[src/rtl/rr_mux_pkg.sv]
// Shared types and defaults for the round-robin slot mux.
// Holds the FSM state type and a width helper.
package rr_mux_pkg;

   typedef enum logic {IDLE, GRANT} state_t;

   localparam int NREQ_DEF = 4;
   localparam int DW_DEF   = 4;
   localparam int CW_DEF   = 4;

   function automatic int clog2(input int v);
      int r;
      r = 0;
      while ((1 << r) < v) r++;
      return r;
   endfunction

endpackage

[src/rtl/rr_pick.sv]
// Rotating-priority search: first set req after ptr, modulo NREQ.
// ptr itself is checked last, so a lone requester still wins.
module rr_pick
   import rr_mux_pkg::*;
#(
   parameter int NREQ = NREQ_DEF,
   parameter int SW   = clog2(NREQ_DEF)
) (
   input  logic [NREQ-1:0] req,
   input  logic [SW-1:0]   ptr,
   output logic [SW-1:0]   win,
   output logic            any
);

   logic [SW-1:0] j;

   // Walk from farthest to nearest so the nearest hit wins.
   always_comb begin
      win = '0;
      any = 1'b0;
      j   = '0;
      for (int k = NREQ; k >= 1; k--) begin
         j = SW'((int'(ptr) + k) % NREQ);
         if (req[j]) begin
            win = j;
            any = 1'b1;
         end
      end
   end

endmodule

[src/rtl/rr_slot_mux_ctrl.sv]
// Round-robin time-slot scheduler driving a shared DW-bit mux output.
// Each grant owns the output for max(slot_len,1) cycles, then one gap cycle.
module rr_slot_mux_ctrl
   import rr_mux_pkg::*;
#(
   parameter int NREQ = NREQ_DEF,
   parameter int DW   = DW_DEF,
   parameter int SW   = clog2(NREQ),
   parameter int CW   = CW_DEF
) (
   input  logic             clk,
   input  logic             rst_n,
   input  logic             en,
   input  logic [CW-1:0]    slot_len,
   input  logic [NREQ-1:0]  req,
   input  logic [NREQ*DW-1:0] din,
   output logic [NREQ-1:0]  grant,
   output logic [SW-1:0]    sel,
   output logic [DW-1:0]    dout,
   output logic             dout_valid,
   output logic [CW-1:0]    slot_cnt,
   output logic             busy
);

   state_t        state;
   logic [CW-1:0] len_q;
   logic [SW-1:0] ptr;
   logic [SW-1:0] win;
   logic          any;
   logic [DW-1:0] din_win;
   logic [DW-1:0] din_sel;
   logic          last;

   rr_pick #(
      .NREQ (NREQ),
      .SW   (SW)
   ) u_pick (
      .req (req),
      .ptr (ptr),
      .win (win),
      .any (any)
   );

   assign din_win = din[int'(win)*DW +: DW];
   assign din_sel = din[int'(sel)*DW +: DW];

   // Early release when the owner drops its request.
   assign last = (slot_cnt == len_q - CW'(1)) || !req[sel];

   always_ff @(posedge clk or negedge rst_n) begin
      if (!rst_n) begin
         state      <= IDLE;
         grant      <= '0;
         sel        <= '0;
         dout       <= '0;
         dout_valid <= 1'b0;
         slot_cnt   <= '0;
         busy       <= 1'b0;
         ptr        <= SW'(NREQ-1);
         len_q      <= CW'(1);
      end else begin
         unique case (state)
            IDLE: begin
               if (en && any) begin
                  state      <= GRANT;
                  grant      <= NREQ'(1) << win;
                  sel        <= win;
                  dout       <= din_win;
                  dout_valid <= 1'b1;
                  busy       <= 1'b1;
                  slot_cnt   <= '0;
                  len_q      <= (slot_len == '0) ? CW'(1) : slot_len;
               end
            end
            GRANT: begin
               if (last) begin
                  state      <= IDLE;
                  grant      <= '0;
                  dout_valid <= 1'b0;
                  busy       <= 1'b0;
                  slot_cnt   <= '0;
                  ptr        <= sel;
               end else begin
                  dout     <= din_sel;
                  slot_cnt <= slot_cnt + CW'(1);
               end
            end
            default: state <= IDLE;
         endcase
      end
   end

endmodule

[config.mk]
export PLATFORM = sky130hd
export DESIGN_NAME = rr_slot_mux_ctrl
export DESIGN_NICKNAME = d
export VERILOG_FILES = /design/src/rtl/rr_mux_pkg.sv /design/src/rtl/rr_pick.sv /design/src/rtl/rr_slot_mux_ctrl.sv
export SDC_FILE = /design/constraint.sdc
export NUM_CORES = 1
export LEC_CHECK = 0
export ABC_AREA = 1
export CAP_MARGIN = 20
export CORE_ASPECT_RATIO = 0.8
export CORE_MARGIN = 2
export CORE_UTILIZATION = 47
export CTS_CLUSTER_DIAMETER = 60
export DETAILED_ROUTE_END_ITERATION = 8
export PLACE_DENSITY = 0.79
export SYNTH_ARGS = -nofsm -noshare
export SYNTH_HDL_FRONTEND = slang
export SYNTH_SLANG_ARGS = --single-unit
[constraint.sdc]
create_clock -name clk -period 2.35 [get_ports clk]
set_input_delay 0.5875 -clock clk [delete_from_list [all_inputs] [get_ports clk]]
set_output_delay 0.5875 -clock clk [all_outputs]
set_load 0.02 [all_outputs]
======== Word level (Yosys, flattened, before mapping) ========
Cells that the tools add are included.
operators by class
  equality and inequality tests ........... 4
  bitwise operators ....................... 1
  shifts and indexed selects .............. 3
  muxes and demuxes ....................... 34
  reductions and logical operators ........ 8
  order comparisons ....................... 5
  $add $sub $neg .......................... 6
operators by type and width
  operator                                                                      count
  16-bit by 5-bit variable part select with 4-bit output                        2
  4-bit two-way mux                                                             7
  4-bit case mux with 2 select lines                                            3
  2-bit by 3-bit less-than comparator with 1-bit output, second input constant  5
  1-bit two-way mux                                                             13
  1-bit binary-select mux with 2-bit select                                     5
  2-bit two-way mux                                                             4
  2-bit AND reduction                                                           4
  2-bit by 1-bit adder with 2-bit output, second input constant                 2
  2-bit adder, second input constant                                            2
  4-bit by 1-bit adder with 4-bit output, second input constant                 1
  4-bit equality test                                                           1
  4-bit zero test                                                               1
  2-bit inequality test, second input constant                                  2
  1-bit case mux with 2 select lines                                            2
  1-bit by 2-bit left shift with 4-bit output, first input constant             1
  4-bit by 1-bit subtractor with 4-bit output, second input constant            1
  2-bit by 1-bit inequality test with 1-bit output, second input constant       1
  1-bit logical AND                                                             1
  1-bit zero test                                                               1
  1-bit logical OR                                                              1
  1-bit NOT                                                                     1
storage, ports and cells
  register bits ........................... 22
  output and inout port bits .............. 16
  input port bits ......................... 27
  logic and storage cells ................. 69

======== Depth between registers and ports, before layout ========
  depth in word-level cells ............... 10
  mapped depth ............................ 15
  gate-level depth less buffers ........... 14

======== Cells and area by module ========
A second synthesis with hierarchy kept.
unflattened totals
  cells, all modules ...................... 216
  area total of the unflattened synthesis .. 1506.4 um^2
by module, submodules not included
  module            seq. area each (um^2)  times used  cells each  area an instance (um^2)
  rr_slot_mux_ctrl  554.3                  1           167         1280.0
  rr_pick           0.0                    1           49          226.5

======== Worst setup path before layout ========
OpenSTA, ideal clock, no wires.
  path type ............................... register -> register
  from .................................... reg len_q[0]
  to ...................................... reg dout[0]
  data required time ...................... 2.233 ns
  path buffers ............................ 0
  setup time .............................. 0.117 ns
  setup slack ............................. 0.464 ns
  cell stages (with the launch flop) ...... 11
  clock period less this slack ............ 1.886 ns
  arrival ................................. 1.769 ns
  cell sequence ........................... dfstp_2 inv_1 ha_1 xnor2_1 or2_2 nand4_1 nand3_1 nand2_8 clkinv_4 nand2_1 nand2_1
on the way
  longest elaborated chain between the ends .. 5
RTL lines
  element                                      line                    source
  start, declared                              rr_slot_mux_ctrl.sv:26  logic [CW-1:0] len_q;
  start signal, assigned                       rr_slot_mux_ctrl.sv:72  len_q <= (slot_len == '0) ? CW'(1) : slot_len;
  4-bit by 1-bit subtractor with 4-bit output  rr_slot_mux_ctrl.sv:48  assign last = (slot_cnt == len_q - CW'(1)) || !req[sel];
  4-bit equality test                          rr_slot_mux_ctrl.sv:48
  1-bit logical OR                             rr_slot_mux_ctrl.sv:48
  2-bit inequality test (no source line)       --
  2-bit AND reduction (no source line)         --
  end signal, assigned                         rr_slot_mux_ctrl.sv:68  dout <= din_win;
  end signal, assigned                         rr_slot_mux_ctrl.sv:84  dout <= din_sel;
  end, declared                                rr_slot_mux_ctrl.sv:19  output logic [DW-1:0] dout,
Every way passes these cells.
A chain may end at the register's enable or synchronous reset.

======== Worst setup path after layout ========
  from .................................... in req[3]
  to ...................................... reg dout[0]
on the way
  longest elaborated chain between the ends .. 9
  elaborated cells on any way between the ends .. 27
  classes of those cells .................. eq/ne (2); shift (1); mux (20); reduce/logical (4)
RTL lines
  element                                                                                             line                                            source
  start, declared                                                                                     rr_slot_mux_ctrl.sv:15                          input logic [NREQ-1:0] req,
  1-bit binary-select mux with 2-bit select                                                           rr_pick.sv:24                                   if (req[j]) begin
  1-bit two-way mux (not written as such)                                                             rr_pick.sv:24
  2-bit two-way mux / 1-bit two-way mux (equally long branches) (4 in a row)                          rr_pick.sv:24
  16-bit by 5-bit variable part select with 4-bit output / 1-bit logical AND (equally long branches)  rr_slot_mux_ctrl.sv:44, rr_slot_mux_ctrl.sv:64
  4-bit two-way mux / 2-bit inequality test (equally long branches)                                   --
  4-bit case mux with 2 select lines / 2-bit AND reduction (equally long branches)                    --
Parallel ways exist; a longest one is shown, timed or not. The select of a mux whose other input is x is not followed.

==> flow_summary_export.csv <==
group,metric,value,unit
outcome,outcome,"finished clean",
hold_path,worstHoldPathCells,2,
power,p_per_area,1410,mW/mm2
timing,fin_skew,0.002034,ns
clocking,root_buffer,"clkbuf_8",
timing,relSlewSlack,78.20,%
global_routing,grt_max_degree,23,
synthesis,syn_nets,226,
global_routing,grt_pass1_vias,1237,
critical_path,reg2reg_to,"dout[0]$_DFFE_PN0P_",
clocking,cts_setup_buffers,0,
placed_design,io_buffers,42,
synthesis,syn-cell-area,0.001484,mm2
timing,fin_crit_sh,92.00,%
synthesis,synth_area_per_cell,7.533,um2
routing,avgRoutedWirePerCell,11.69,um
floorplanning,io_pins,43,
critical_path,cp_data_arrival_time,2.36,ns
placed_design,gp_congestion,0.8802,
clocking,clock_path_buffers,2,
clocking,cts_resized,0,
global_routing,grt_use_total,19.19,%
synthesis,synth_warnings,0,
power,fin_total_pwr,2.822,mW
global_routing,grt_overflow,0,
power,leakage,0.9693,nW
power,ir_worst_vdd,0.6747,mV
critical_path,criticalPathCategory,"input port to register",
critical_path,end_kind,"register",
timing,whs,0.4860,ns
global_routing,antenna_found_initial,0,
timing,max_freq,462.5,MHz
floorplanning,initial_core_util,48.81,%
routing,ant_nets,0,
final_layout,antenna_cells,0,
clocking,cts.reportedPaths.clkPinSlew,0.08,ns
critical_path,crit_fanout,11,
final_layout,area_growth,34.91,%
clocking,htree_levels,1,
floorplanning,rows,18,
timing,post-route-min-period,2.162,ns
critical_path,rr_worst_depth,10,
clocking,cts_tree,"done",
clocking,clk_latency,0.26,ns
hold_path,holdPathEnd,"dout[2]$_DFFE_PN0P_",
routing,drcViolationCount,0,
timing,drv_slew,0,
routing,drt-total-wl,3.308,mm
timing,max_slew.worst_pin.slew,0.3262,ns
placed_design,dpl.hpwl,2.550,mm
global_routing,grt_pass1_wl,5.285,mm
routing,vias_per_cell,5.018,
hold_path,hold_path_class,"register to register",
synthesis,postSynthCellCount,197,
critical_path,r2r_slack,0.28,ns
hold_path,min-delay-start,"dout[2]$_DFFE_PN0P_",
clocking,numCtsBuffers,3,
final_layout,regArea,554.3,um2
floorplanning,die-area,0.003626,mm2
floorplanning,die_h,54.26,um
final_layout,multi_input_area,789.5,um2
floorplanning,coreArea,0.003040,mm2
routing,dr.first_iter.drc_count,119,
final_layout,fill_cells,271,
final_layout,nets,273,
timing,final_hold_viol_count,0,
synthesis,synth_seq_area_share,37.35,%
critical_path,worstPathRequired,2.55,ns
clocking,cts_sinks,22,
synthesis,synth_seq_cells,22,
timing,grt_setup_unrepaired,"no",
critical_path,startpoint_type,"input port",
floorplanning,die_w,66.82,um
clocking,cts-hold-fix-buffers,0,
routing,vias,1420,
synthesis,synth_cell_types,30,
timing,setup_viol,0,
routing,dr.pass1.iters,4,
final_layout,layout-drive-gt1-share,16.46,%
run,maxCapViolations,0,
critical_path,r2r_start,"len_q[0]$_DFFE_PN1P_",
[flip-flops by register name, indices dropped and copies added, names as in the netlist]
signal,count
dout,4
grant,4
len_q,4
slot_cnt,4
ptr,2
sel,2
busy,1
state,1
[worst max path at each step]
| stage | start | to | slack [ns] |
|---|---|---|---|
| floorplan | len_q[0]$_DFFE_PN1P_ | dout[0]$_DFFE_PN0P_ | 0.46 |
| global placement | req[1] | dout[0]$_DFFE_PN0P_ | 0.003 |
| detailed placement | req[1] | dout[0]$_DFFE_PN0P_ | -0.03 |
| CTS | req[3] | dout[0]$_DFFE_PN0P_ | 0.20 |
| global route | req[3] | dout[0]$_DFFE_PN0P_ | 0.004 |
| finish | req[3] | dout[0]$_DFFE_PN0P_ | 0.19 |
[power breakdown]
part | internal [mW] | switching, mW | leakage, nW
sequential | 0.559 | 0.155 | 0.274
clock | 0.149 | 0.122 | 0.0288
combinational | 0.729 | 1.11 | 0.667
[logic make-up (layout without fill, tap and decap cells)]
logic type,count (synthesis),in the layout,synth area share [%]
simple gates,118,118,40.22
buf+inv,27,73,9.444
compound gates,22,22,7.756
flops,22,22,37.35
xor+xnor,6,6,3.541
fa+ha+maj,2,2,1.686
[routing by layer]
metal  share of wire [%]  GRT usage (%)  vias to the layer above  wire (um)
li1                    -              -                      725          -
met1                  49          25.81                      646       1619
met2                  44          32.33                       43       1439
met3                 6.1          3.292                        6        201
met4                 1.4          5.442                        0         47
met5                   0              0                        -          0
[synthesized netlist by cell type (all sizes together)]
cell | number | area, um2
clkinv | 1 | 8.760
nand4 | 1 | 6.260
o31ai | 2 | 15.01
nor2 | 7 | 52.55
inv | 23 | 101.4
o21ai | 18 | 90.08
nand3 | 29 | 160.2
buf | 3 | 30.03
nand2 | 79 | 365.3
or2 | 1 | 6.260
ha | 2 | 25.02
dfstp | 3 | 78.83
xnor2 | 2 | 17.52
dfrtp | 19 | 475.5
xor2 | 4 | 35.03
a21oi | 2 | 10.01
nor4 | 1 | 6.260
[cell type report]
class / count / share of cell area (%)
clock buffer: 4 / 2.750
timing repair buffer: 45 / 22.13
sequential: 22 / 27.69
tap: 40 / 2.500
multi-input combinational: 148 / 39.44
inverter: 24 / 5.500
[worst max-delay path: stages]
cell	delay (ns)
clkdlybuf4s50_1	0.49
inv_1	0.07
o21ai_1	0.18
nand2_1	0.10
nand2_2	0.08
nand2_1	0.07
nand3_1	0.10
nand3_2	0.21
nand2_2	0.20
nand2_1	0.07
nand3_1	0.07
nand3_1	0.08
nand2_1	0.06
[stage by stage]
stage	setup TNS (ns)	area (um2)	setup slack, ns	utilization [%]	cells
floorplan	0	1484	0.4637	-	197
global placement	0	1947	0.002691	64.03	279
detailed placement	-0.06057	1947	-0.02891	64.03	279
CTS	0	2002	0.2011	65.84	283
global route	0	2002	0.003966	65.84	283
finish	0	2002	0.1879	65.84	283
[layout by cell type (no fill, tap or decap)]
master / n
inv_6: 1
nand2_4: 3
xor2_1: 4
or2_2: 1
a21oi_1: 2
nor4_1: 1
inv_8: 1
clkbuf_8: 4
nand3_1: 26
buf_4: 3
ha_1: 2
nor2_1: 4
inv_4: 1
nor2_4: 1
xnor2_1: 2
inv_1: 17
dfrtp_1: 19
o21ai_0: 15
clkinv_4: 1
clkdlybuf4s50_1: 42
nor2_2: 1
nor2_8: 1
inv_2: 3
o21ai_1: 3
o31ai_1: 2
nand2_1: 63
nand2_8: 1
nand2_2: 12
dfstp_2: 3
nand3_2: 3
nand4_1: 1
Power figures use the tool's default switching activity.
